[config.mk]
export PLATFORM = sky130hd
export DESIGN_NAME = fetch_queue_flat
export DESIGN_NICKNAME = d
export VERILOG_FILES = /design/src/rtl/fetch_queue_if.sv /design/src/rtl/fetch_queue.sv /design/src/flat_wrapper.sv
export SDC_FILE = /design/constraint.sdc
export NUM_CORES = 1
export LEC_CHECK = 0
export ABC_AREA = 1
export CAP_MARGIN = 15
export CORE_UTILIZATION = 42
export CTS_BUF_LIST = sky130_fd_sc_hd__clkbuf_16
export DETAILED_ROUTE_END_ITERATION = 7
export GPL_ROUTABILITY_DRIVEN = 0
export PLACE_DENSITY_LB_ADDON = 0.25
export SLEW_MARGIN = 10
export SYNTH_ARGS = -nofsm -noshare
export SYNTH_HDL_FRONTEND = slang
export SYNTH_SLANG_ARGS = --single-unit
[constraint.sdc]
create_clock -name phi1 -period 6.3 [get_ports phi1]
set_clock_uncertainty 0.2 [all_clocks]
set_input_delay 1.89 -clock phi1 [delete_from_list [all_inputs] [get_ports phi1]]
set_output_delay 1.89 -clock phi1 [all_outputs]
set_load 0.05 [all_outputs]
[src/rtl/fetch_queue_if.sv]
// Fetch-queue bus: instruction-memory handshake, instruction-delivery port and redirect.
// master = fetch_queue, slave = core/memory side.
interface fetch_queue_if #(
  parameter int ADDR_W = 56,
  parameter int INST_W = 32
);
  logic [ADDR_W-1:0] mem_addr;
  logic              mem_req;
  logic              mem_valid;
  logic [INST_W-1:0] mem_data;
  logic              mem_err;
  logic              inst_valid;
  logic [INST_W-1:0] inst;
  logic [ADDR_W-1:0] inst_pc;
  logic              inst_fault;
  logic              inst_pop;
  logic              redirect;
  logic [ADDR_W-1:0] redirect_pc;

  modport master (
    output mem_addr, mem_req, inst_valid, inst, inst_pc, inst_fault,
    input  mem_valid, mem_data, mem_err, inst_pop, redirect, redirect_pc
  );

  modport slave (
    input  mem_addr, mem_req, inst_valid, inst, inst_pc, inst_fault,
    output mem_valid, mem_data, mem_err, inst_pop, redirect, redirect_pc
  );
endinterface

[src/rtl/fetch_queue.sv]
// Instruction prefetch unit: fetches sequential words ahead of execution into a PC-tagged FIFO.
// Define FETCH_QUEUE_BYPASS_EN to forward a response straight to the head of an empty queue.
module fetch_queue #(
  parameter int              ADDR_W   = 56,
  parameter int              DEPTH    = 4,
  parameter int              INST_W   = 32,
  parameter logic [ADDR_W-1:0] RESET_PC = '0
) (
  input  logic                  phi1,
  input  logic                  rst,
  fetch_queue_if.master         bus,
  output logic [$clog2(DEPTH):0] count
);
  localparam int PTR_W = $clog2(DEPTH);
  localparam int CNT_W = PTR_W + 1;
  localparam logic [CNT_W-1:0] FULL = CNT_W'(DEPTH);

  typedef enum logic [1:0] {
    IDLE    = 2'd0,  // queue full, no request
    REQ     = 2'd1,  // request outstanding, response will be kept
    DISCARD = 2'd2,  // pre-redirect request outstanding, response will be dropped
    HALT    = 2'd3   // fault entry queued, fetch stopped until redirect
  } state_t;

  state_t state, state_next;

  logic [INST_W-1:0] data_q  [DEPTH];
  logic [ADDR_W-1:0] pc_q    [DEPTH];
  logic              fault_q [DEPTH];

  logic [PTR_W-1:0]  rd_ptr, wr_ptr;
  logic [CNT_W-1:0]  count_next;
  logic [ADDR_W-1:0] fetch_pc, hold_pc;
  logic              accept, push, pop, head_valid, bypass;

  assign bus.mem_req  = !rst && (state == REQ || state == DISCARD);
  // While discarding, the old request's address must stay on the bus even though fetch_pc has moved on.
  assign bus.mem_addr = (state == DISCARD) ? hold_pc : fetch_pc;

  assign accept     = bus.mem_req && bus.mem_valid && (state == REQ) && !bus.redirect;
  assign head_valid = (count != '0);
  assign pop        = head_valid && bus.inst_pop && !bus.redirect && !rst;

`ifdef FETCH_QUEUE_BYPASS_EN
  assign bypass = accept && !head_valid;
  assign push   = accept && !(bypass && bus.inst_pop);
`else
  assign bypass = 1'b0;
  assign push   = accept;
`endif

  // NOTE: every output of a combinational block gets a default first, so no path can infer a latch.
  always_comb begin
    bus.inst_valid = 1'b0;
    bus.inst       = '0;
    bus.inst_pc    = '0;
    bus.inst_fault = 1'b0;
    if (!rst) begin
      if (head_valid) begin
        bus.inst_valid = 1'b1;
        bus.inst       = data_q[rd_ptr];
        bus.inst_pc    = pc_q[rd_ptr];
        bus.inst_fault = fault_q[rd_ptr];
      end else if (bypass) begin
        bus.inst_valid = 1'b1;
        bus.inst       = bus.mem_data;
        bus.inst_pc    = fetch_pc;
        bus.inst_fault = bus.mem_err;
      end
    end
  end

  always_comb begin
    count_next = count;
    if (bus.redirect) begin
      count_next = '0;
    end else begin
      unique case ({push, pop})
        2'b10:   count_next = count + CNT_W'(1);
        2'b01:   count_next = count - CNT_W'(1);
        default: count_next = count;
      endcase
    end
  end

  always_comb begin
    state_next = state;
    unique case (state)
      IDLE, REQ: begin
        if (bus.redirect)
          state_next = (state == REQ && !bus.mem_valid) ? DISCARD : REQ;
        else if (accept && bus.mem_err)
          state_next = HALT;
        else
          state_next = (count_next != FULL) ? REQ : IDLE;
      end
      // The queue was flushed on entry and nothing is pushed here, so it is empty on exit.
      DISCARD: if (bus.mem_valid) state_next = REQ;
      HALT:    if (bus.redirect)  state_next = REQ;
    endcase
  end

  // NOTE: sequential state uses non-blocking assignments so every register samples pre-edge values.
  always_ff @(posedge phi1) begin
    if (rst) begin
      state    <= IDLE;
      count    <= '0;
      rd_ptr   <= '0;
      wr_ptr   <= '0;
      fetch_pc <= RESET_PC;
      hold_pc  <= RESET_PC;
    end else begin
      state <= state_next;
      count <= count_next;
      if (bus.redirect) begin
        rd_ptr   <= '0;
        wr_ptr   <= '0;
        fetch_pc <= {bus.redirect_pc[ADDR_W-1:2], 2'b00};
        if (state == REQ && !bus.mem_valid) hold_pc <= fetch_pc;
      end else begin
        if (push)   wr_ptr   <= wr_ptr + PTR_W'(1);
        if (pop)    rd_ptr   <= rd_ptr + PTR_W'(1);
        if (accept) fetch_pc <= fetch_pc + ADDR_W'(4);
      end
    end
  end

  // NOTE: entry storage has no reset; an entry is only visible once count covers it.
  always_ff @(posedge phi1) begin
    if (push) begin
      data_q[wr_ptr]  <= bus.mem_data;
      pc_q[wr_ptr]    <= fetch_pc;
      fault_q[wr_ptr] <= bus.mem_err;
    end
  end
endmodule

[src/flat_wrapper.sv]
// flat-port wrapper written by rule: the top's interface ports become plain ports
module fetch_queue_flat 
#(
  parameter int              ADDR_W   = 56,
  parameter int              DEPTH    = 4,
  parameter int              INST_W   = 32,
  parameter logic [ADDR_W-1:0] RESET_PC = '0
)
  (phi1, rst, count, bus_mem_addr, bus_mem_req, bus_inst_valid, bus_inst, bus_inst_pc, bus_inst_fault, bus_mem_valid, bus_mem_data, bus_mem_err, bus_inst_pop, bus_redirect, bus_redirect_pc);
  fetch_queue_if #(.ADDR_W(ADDR_W), .INST_W(INST_W)) bus_i ();
  input  logic phi1;
  input  logic rst;
  output logic [$clog2(DEPTH):0] count;
  output wire logic [$bits(bus_i.mem_addr)-1:0] bus_mem_addr;
  output wire logic [$bits(bus_i.mem_req)-1:0] bus_mem_req;
  output wire logic [$bits(bus_i.inst_valid)-1:0] bus_inst_valid;
  output wire logic [$bits(bus_i.inst)-1:0] bus_inst;
  output wire logic [$bits(bus_i.inst_pc)-1:0] bus_inst_pc;
  output wire logic [$bits(bus_i.inst_fault)-1:0] bus_inst_fault;
  input wire logic [$bits(bus_i.mem_valid)-1:0] bus_mem_valid;
  input wire logic [$bits(bus_i.mem_data)-1:0] bus_mem_data;
  input wire logic [$bits(bus_i.mem_err)-1:0] bus_mem_err;
  input wire logic [$bits(bus_i.inst_pop)-1:0] bus_inst_pop;
  input wire logic [$bits(bus_i.redirect)-1:0] bus_redirect;
  input wire logic [$bits(bus_i.redirect_pc)-1:0] bus_redirect_pc;
  assign bus_mem_addr = bus_i.mem_addr;
  assign bus_mem_req = bus_i.mem_req;
  assign bus_inst_valid = bus_i.inst_valid;
  assign bus_inst = bus_i.inst;
  assign bus_inst_pc = bus_i.inst_pc;
  assign bus_inst_fault = bus_i.inst_fault;
  assign bus_i.mem_valid = bus_mem_valid;
  assign bus_i.mem_data = bus_mem_data;
  assign bus_i.mem_err = bus_mem_err;
  assign bus_i.inst_pop = bus_inst_pop;
  assign bus_i.redirect = bus_redirect;
  assign bus_i.redirect_pc = bus_redirect_pc;
  fetch_queue #(.ADDR_W(ADDR_W), .DEPTH(DEPTH), .INST_W(INST_W), .RESET_PC(RESET_PC)) u_core (.phi1(phi1), .rst(rst), .bus(bus_i), .count(count));
endmodule
==> results of run 1 <==
sequential cells by signal, summed over array words and instances (netlist names), named ones only:
signal	count
u_core.count	3
u_core.data_q	128
u_core.fault_q	4
u_core.fetch_pc	54
u_core.hold_pc	54
u_core.pc_q	216
u_core.rd_ptr	2
u_core.state	2
u_core.wr_ptr	2
area by class of cell:
type                       instances  area (um^2)  area share
sequential                       467        12840      0.5169
tap                              615        769.5     0.03098
clock inverter                    42        466.7     0.01879
inverter                          88        332.8     0.01340
multi-input combinational       1469         6694      0.2695
timing repair buffer             262         2460     0.09904
clock buffer                      51         1276     0.05139
cell families after synthesis:
family                     after synthesis  share of synthesized area
xor gates and xnor gates                23                   0.009910
other                                    1                  0.0001845
and+or+nand+nor                        910                     0.1801
DFF                                    467                     0.6313
adders and majority gates               10                   0.006525
AOI/OAI and AO/OA                      522                     0.1301
buffers and inverters                  212                    0.04192
synthesized netlist by cell type, types with 3 or more instances:
library cell	count
nand3_1	37
buf_2	24
xor2_1	20
a21oi_1	178
clkbuf_1	75
nor3_1	5
edfxtp_1	348
a31oi_1	12
buf_1	19
o21ai_1	3
xnor2_1	3
o21ai_0	324
buf_4	5
nor2_1	507
nor2_2	13
nand2_1	310
nor2_4	9
ha_1	9
nand4_1	12
inv_1	84
nand2_2	11
dfxtp_1	119
power breakdown:
part           total, uW  switching [uW]  internal [uW]
sequential          3430            79.2           3350
clock               3090            1210           1880
combinational        409             263            146
total               6930            1560           5380
worst max-delay path by stage:
stage	from	to	slack [ns]	cells past startpoint
finish	rst	bus_mem_req	0.99	4
global route	u_core.state[0]	bus_mem_addr[34]	0.87	6
CTS	rst	bus_mem_req	0.98	4
detailed placement	rst	bus_mem_req	1.0	4
global placement	rst	bus_mem_req	0.98	4
floorplan	rst	u_core.data_q[0][0]	-1.29	5
routing by layer:
metal,up-vias,global-route usage
li1,7656,-
met2,570,0.3550
met3,94,0.04174
met1,7571,0.3190
met5,-,0
met4,0,0.07616
worst max-delay path: stages:
cell and delay, ns:
buf_2 0.13, buf_4 0.20, nor2_1 0.15, clkdlybuf4s50_1 0.84
through the flow:
step,cells,setup WS (ns)
3_5_place_dp,2899,0.9989
2_1_floorplan,2148,-1.294
4_1_cts,2992,0.9790
3_3_place_gp,2899,0.9827
6_report,2994,0.9859
5_1_grt,2994,0.8679
==> impl_metrics.tcl, run 1 <==
set metrics [dict create \
    synth_area_per_cell_um2 9.476 \
    drt_iter0_markers 1393 \
    grt_usage 0.2274 \
    grt_max_degree 175 \
    power_uw 6932 \
    place_area_um2 23040 \
    clkSinkCount 467 \
    drt-total-wl_mm 56.85 \
    required_ns 4.21 \
    hold_start "u_core.rd_ptr[1]" \
    yosysSeqAreaShare 0.6313 \
    synth_area_leader_cell "edfxtp_1" \
    cp_max_fo 14 \
    wl_met1_mm 25.69 \
    period_share 0.8435 \
    r2r_start "u_core.state[0]" \
    post_cts_buffers 0 \
    p_leak_uw 0.008812 \
    synth_flop_cell "edfxtp_1" \
    critical_path.reg2reg.endpoint "u_core.state[0]" \
    path_class "input pin to output pin" \
    clkSlewWorstSetupHoldPaths_ns 0.06 \
    grt_pass1_wl_mm 86.36 \
    min_path_type "register to register" \
    final_common_cell "nor2_1" \
    fillers 4228 \
    cp.arrival_ns 3.22 \
    synth_cells 2145 \
    die_h_um 222.0 \
    synth.distinct_cells 35 \
    max-vdd-ir-drop_mv 0.1889 \
    fin_util 0.5202 \
    wl_met3_mm 3.683 \
    post-dp-hpwl_mm 34.88 \
    synth_enable_flop_cells 348 \
    top_layer "met4" \
    layout_common_cells "502 x nor2_1, 348 x edfxtp_1, 324 x o21ai_0, 310 x nand2_1, 178 x a21oi_1" \
    portBuffers 237 \
    synth_warnings 0 \
    postCtsHoldBufs 0 \
    num_vias 15890 \
    grt-ovfl-total 0 \
    synth_area_leaders "edfxtp_1 51%, dfxtp_1 12%, nor2_1 9.4%" \
    row_count 80 \
    drive_above_1_share 0.09878 \
    outcome "finished clean" \
    crit_path_end_kind "output pin" \
    initial_core_util 0.4257 \
    ff2ff_path_depth 17 \
    cts-root-buf "clkbuf_16" \
    slew_violations 0 \
    synth_area_um2 20330 \
    r2r_slack_ns 3.09 \
    ys_ff_latch 467 \
    max_cap_viol_count 0 \
    drt_pre_antenna_iters 6 \
    clk_latency_ns 0.59 \
    grt_pass1_vias 15150 \
    hold_depth 2 \
    finalSetupTns_ns 0 \
    async_reset_ff_frac 0 \
    clockBufferDepth 3 \
    critPathLaunchType "input pin" \
    antenna_found_initial 0 \
    slew_headroom 0.3025 \
    diodes 0 \
    min_period_ns 5.314 \
    cts_max_level 2 \
    antenna_left 0 \
    coreArea_um2 47750 \
    hold_ws_ns 0.2786 \
    fmax_ghz 0.1882 \
    vias_per_cell 5.308 \
    fp.dieW_um 222.0 \
    synth_top_area_frac 0.5141 \
    cts_resized 0 \
    routedWlPerCell_um 18.99 \
    syn_to_final_growth_pct 22.18 \
    nets 2443 \
    worst_slew_pin_slew_ns 1.046 \
    cts_tree "built" \
    rsz0062_at_grt "no" \
    wl_met2_mm 25.84 \
    drc 0 \
    p_per_area_nw_per_um2 279.1 \
    ioPinCount 244 \
    die-area_um2 49280 \
    cts_buffers 51 \
    finalHoldViolCount 0 \
    setup_viol 0 \
    stdcell_area_um2 24840 \
]
(Power assumes the default switching activity.)
==> run 2, diff against run 1 <==
==> constraint.sdc (replaced) <==
create_clock -name phi1 -period 4.4 [get_ports phi1]
set_clock_uncertainty 0.2 [all_clocks]
set_input_delay 1.32 -clock phi1 [delete_from_list [all_inputs] [get_ports phi1]]
set_output_delay 1.32 -clock phi1 [all_outputs]
set_load 0.05 [all_outputs]
==> run 2 against run 1 <==
  * Non-clock buffer count grew 20
  * Critical endpoint is now bus_mem_addr[36]
  * Combinational power rose by 51%
  * Sequential share of layout area decreased by 1.3 points
  * Routed wire length grew 2.0%
==> impl_metrics.tcl, run 2 (synthesized netlist as in run 1, its figures left out) <==
set metrics [dict create \
    outcome "finished clean" \
    cp_max_fo 76 \
    required_ns 2.88 \
    rsz0062_at_grt "no" \
    finalHoldViolCount 0 \
    die-area_um2 49280 \
    drt_pre_antenna_iters 5 \
    routedWlPerCell_um 19.23 \
    drc 0 \
    ff2ff_path_depth 13 \
    grtUsageMet1 0.3215 \
    clockBufferDepth 3 \
    max_cap_viol_count 0 \
    ioPinCount 244 \
    p_clk_frac 0.428 \
    drt-total-wl_mm 57.98 \
    grt_usage 0.2337 \
    top_regs "u_core.pc_q: 216 flops, u_core.data_q: 128 flops" \
    syn_to_final_growth_pct 25.48 \
    dp_worst_setup_slack_ns 0.3400 \
    clkSlewWorstSetupHoldPaths_ns 0.06 \
    coreArea_um2 47750 \
    fp.dieW_um 222.0 \
    worst_slew_pin_slew_ns 0.8749 \
    drt_iter0_markers 1193 \
    min_period_ns 4.211 \
    initial_core_util 0.4257 \
    slew_violations 0 \
    path_class "register to output pin" \
    power_frac_comb 0.064 \
    cp.arrival_ns 2.69 \
    antenna_found_initial 0 \
    p_leak_uw 0.009037 \
    crit_path_end_kind "output pin" \
    cts_buffers 50 \
    clk_latency_ns 0.58 \
    r2r_slack_ns 1.64 \
    critical_path.reg2reg.endpoint "u_core.state[0]" \
    vias_per_cell 5.306 \
    grt_pass1_wl_mm 88.45 \
    grt_max_degree 175 \
    slew_headroom 0.4167 \
    layout_common_cells "500 x nor2_1, 348 x edfxtp_1, 324 x o21ai_0, 310 x nand2_1, 117 x dfxtp_1" \
    grt_pass1_vias 15420 \
    critPathLaunchType "register" \
    swShare 0.2296 \
    p_sw_uw 2207 \
    setup_viol 0 \
    crit_start "u_core.state[0]" \
    nets 2462 \
    min_path_type "register to register" \
    clkSinkCount 467 \
    power_frac_seq 0.508 \
    p_int_uw 7406 \
    largest_reg_flops 216 \
    die_h_um 222.0 \
    portBuffers 237 \
    antenna_left 0 \
    post-dp-hpwl_mm 36.61 \
    drive_above_1_share 0.1454 \
    finalSetupTns_ns 0 \
    cts-root-buf "clkbuf_16" \
    fillers 4238 \
    num_vias 16000 \
    layout_setup_ws_ns 0.1893 \
    grt-ovfl-total 0 \
    period_share 0.9570 \
    r2r_start "u_core.count[0]" \
    regMostFlops "u_core.pc_q" \
    p_per_area_nw_per_um2 376.9 \
    fmax_ghz 0.2375 \
    grt_use_met2 0.3748 \
    final_common_cell "nor2_1" \
    row_count 80 \
    max-vdd-ir-drop_mv 0.2580 \
    top_usage_layer "met2" \
    cts_tree "built" \
    cts_max_level 2 \
    diodes 0 \
    grt_use_met3 0.03234 \
    crit_path_end "bus_mem_addr[36]" \
]
-- run 2: changes by cell type in the layout (fill, tap and decap cells not counted), sizes merged --
cell           change
clkdlybuf4s50     -37
dlygate4sd2       +34
buf               +23
bufinv             -6
inv                +4
clkinvlp           +3
clkbuf             +2
clkinv             -2
-- run 2: per-stage QoR --
step | hold slack (ns) | power [uW] | cell area (um^2) | std cells | util
floorplan | 0.2356 | 5299 | 20940 | 2148 | -
global placement | 0.2407 | 5584 | 23910 | 2919 | 0.5007
detailed placement | 0.2452 | 5596 | 23910 | 2919 | 0.5007
CTS | 0.2575 | 9681 | 25510 | 3015 | 0.5342
global route | 0.2865 | 9901 | 25510 | 3015 | 0.5342
finish | 0.2553 | 9613 | 25510 | 3015 | 0.5342
-- run 2: per-layer routing --
metal | up-vias | routed length (um) | part of all wire
met5 | - | 0 | 0
met4 | 0 | 2011 | 0.035
met3 | 106 | 3177 | 0.055
met2 | 556 | 27010 | 0.47
met1 | 7638 | 25790 | 0.44
li1 | 7699 | - | -
-- run 2: area by class of cell --
cell class                      instances  area, um^2  area share
Clock buffer                           53        1326     0.05200
Timing Repair Buffer                  282        2670      0.1047
Sequential cell                       467       12840      0.5034
Clock inverter                         41       289.0     0.01133
Multi-Input combinational cell       1469        7271      0.2850
Tap cell                              615       769.5     0.03017
Inverter                               88       341.6     0.01339
-- run 2: how the worst min path moves through the flow --
stage                     startpoint        to  slack (ns)  cells past startpoint
floorplan           u_core.rd_ptr[1]  register        0.24                      2
global placement    u_core.rd_ptr[1]  register        0.24                      2
detailed placement  u_core.rd_ptr[1]  register        0.25                      2
CTS                 u_core.rd_ptr[1]  register        0.26                      2
global route        u_core.rd_ptr[1]  register        0.29                      2
finish              u_core.rd_ptr[1]  register        0.26                      2
-- run 2: critical path, stage by stage (launching register included) --
cell and delay (ns):
dfxtp_1 0.33, inv_1 0.12, ha_4 0.34, buf_12 0.29, nand2_1 0.08, o21ai_0 0.08, clkdlybuf4s50_1 0.83
-- run 2: power by group through the flow --
stage,Clock (uW),Sequential (uW),Combinational (uW)
final,4110,4880,616
after CTS,4190,4880,615
after floorplan,0,4950,353
after detailed placement,0,4970,623
after global routing,4350,4890,663
after global placement,0,4970,617
-- run 2: timing repair --
action	in CTS	in global routing
hold buffers	0	0
setup buffers	2	0
setup endpoints to repair	30	0
resized for setup	36	0
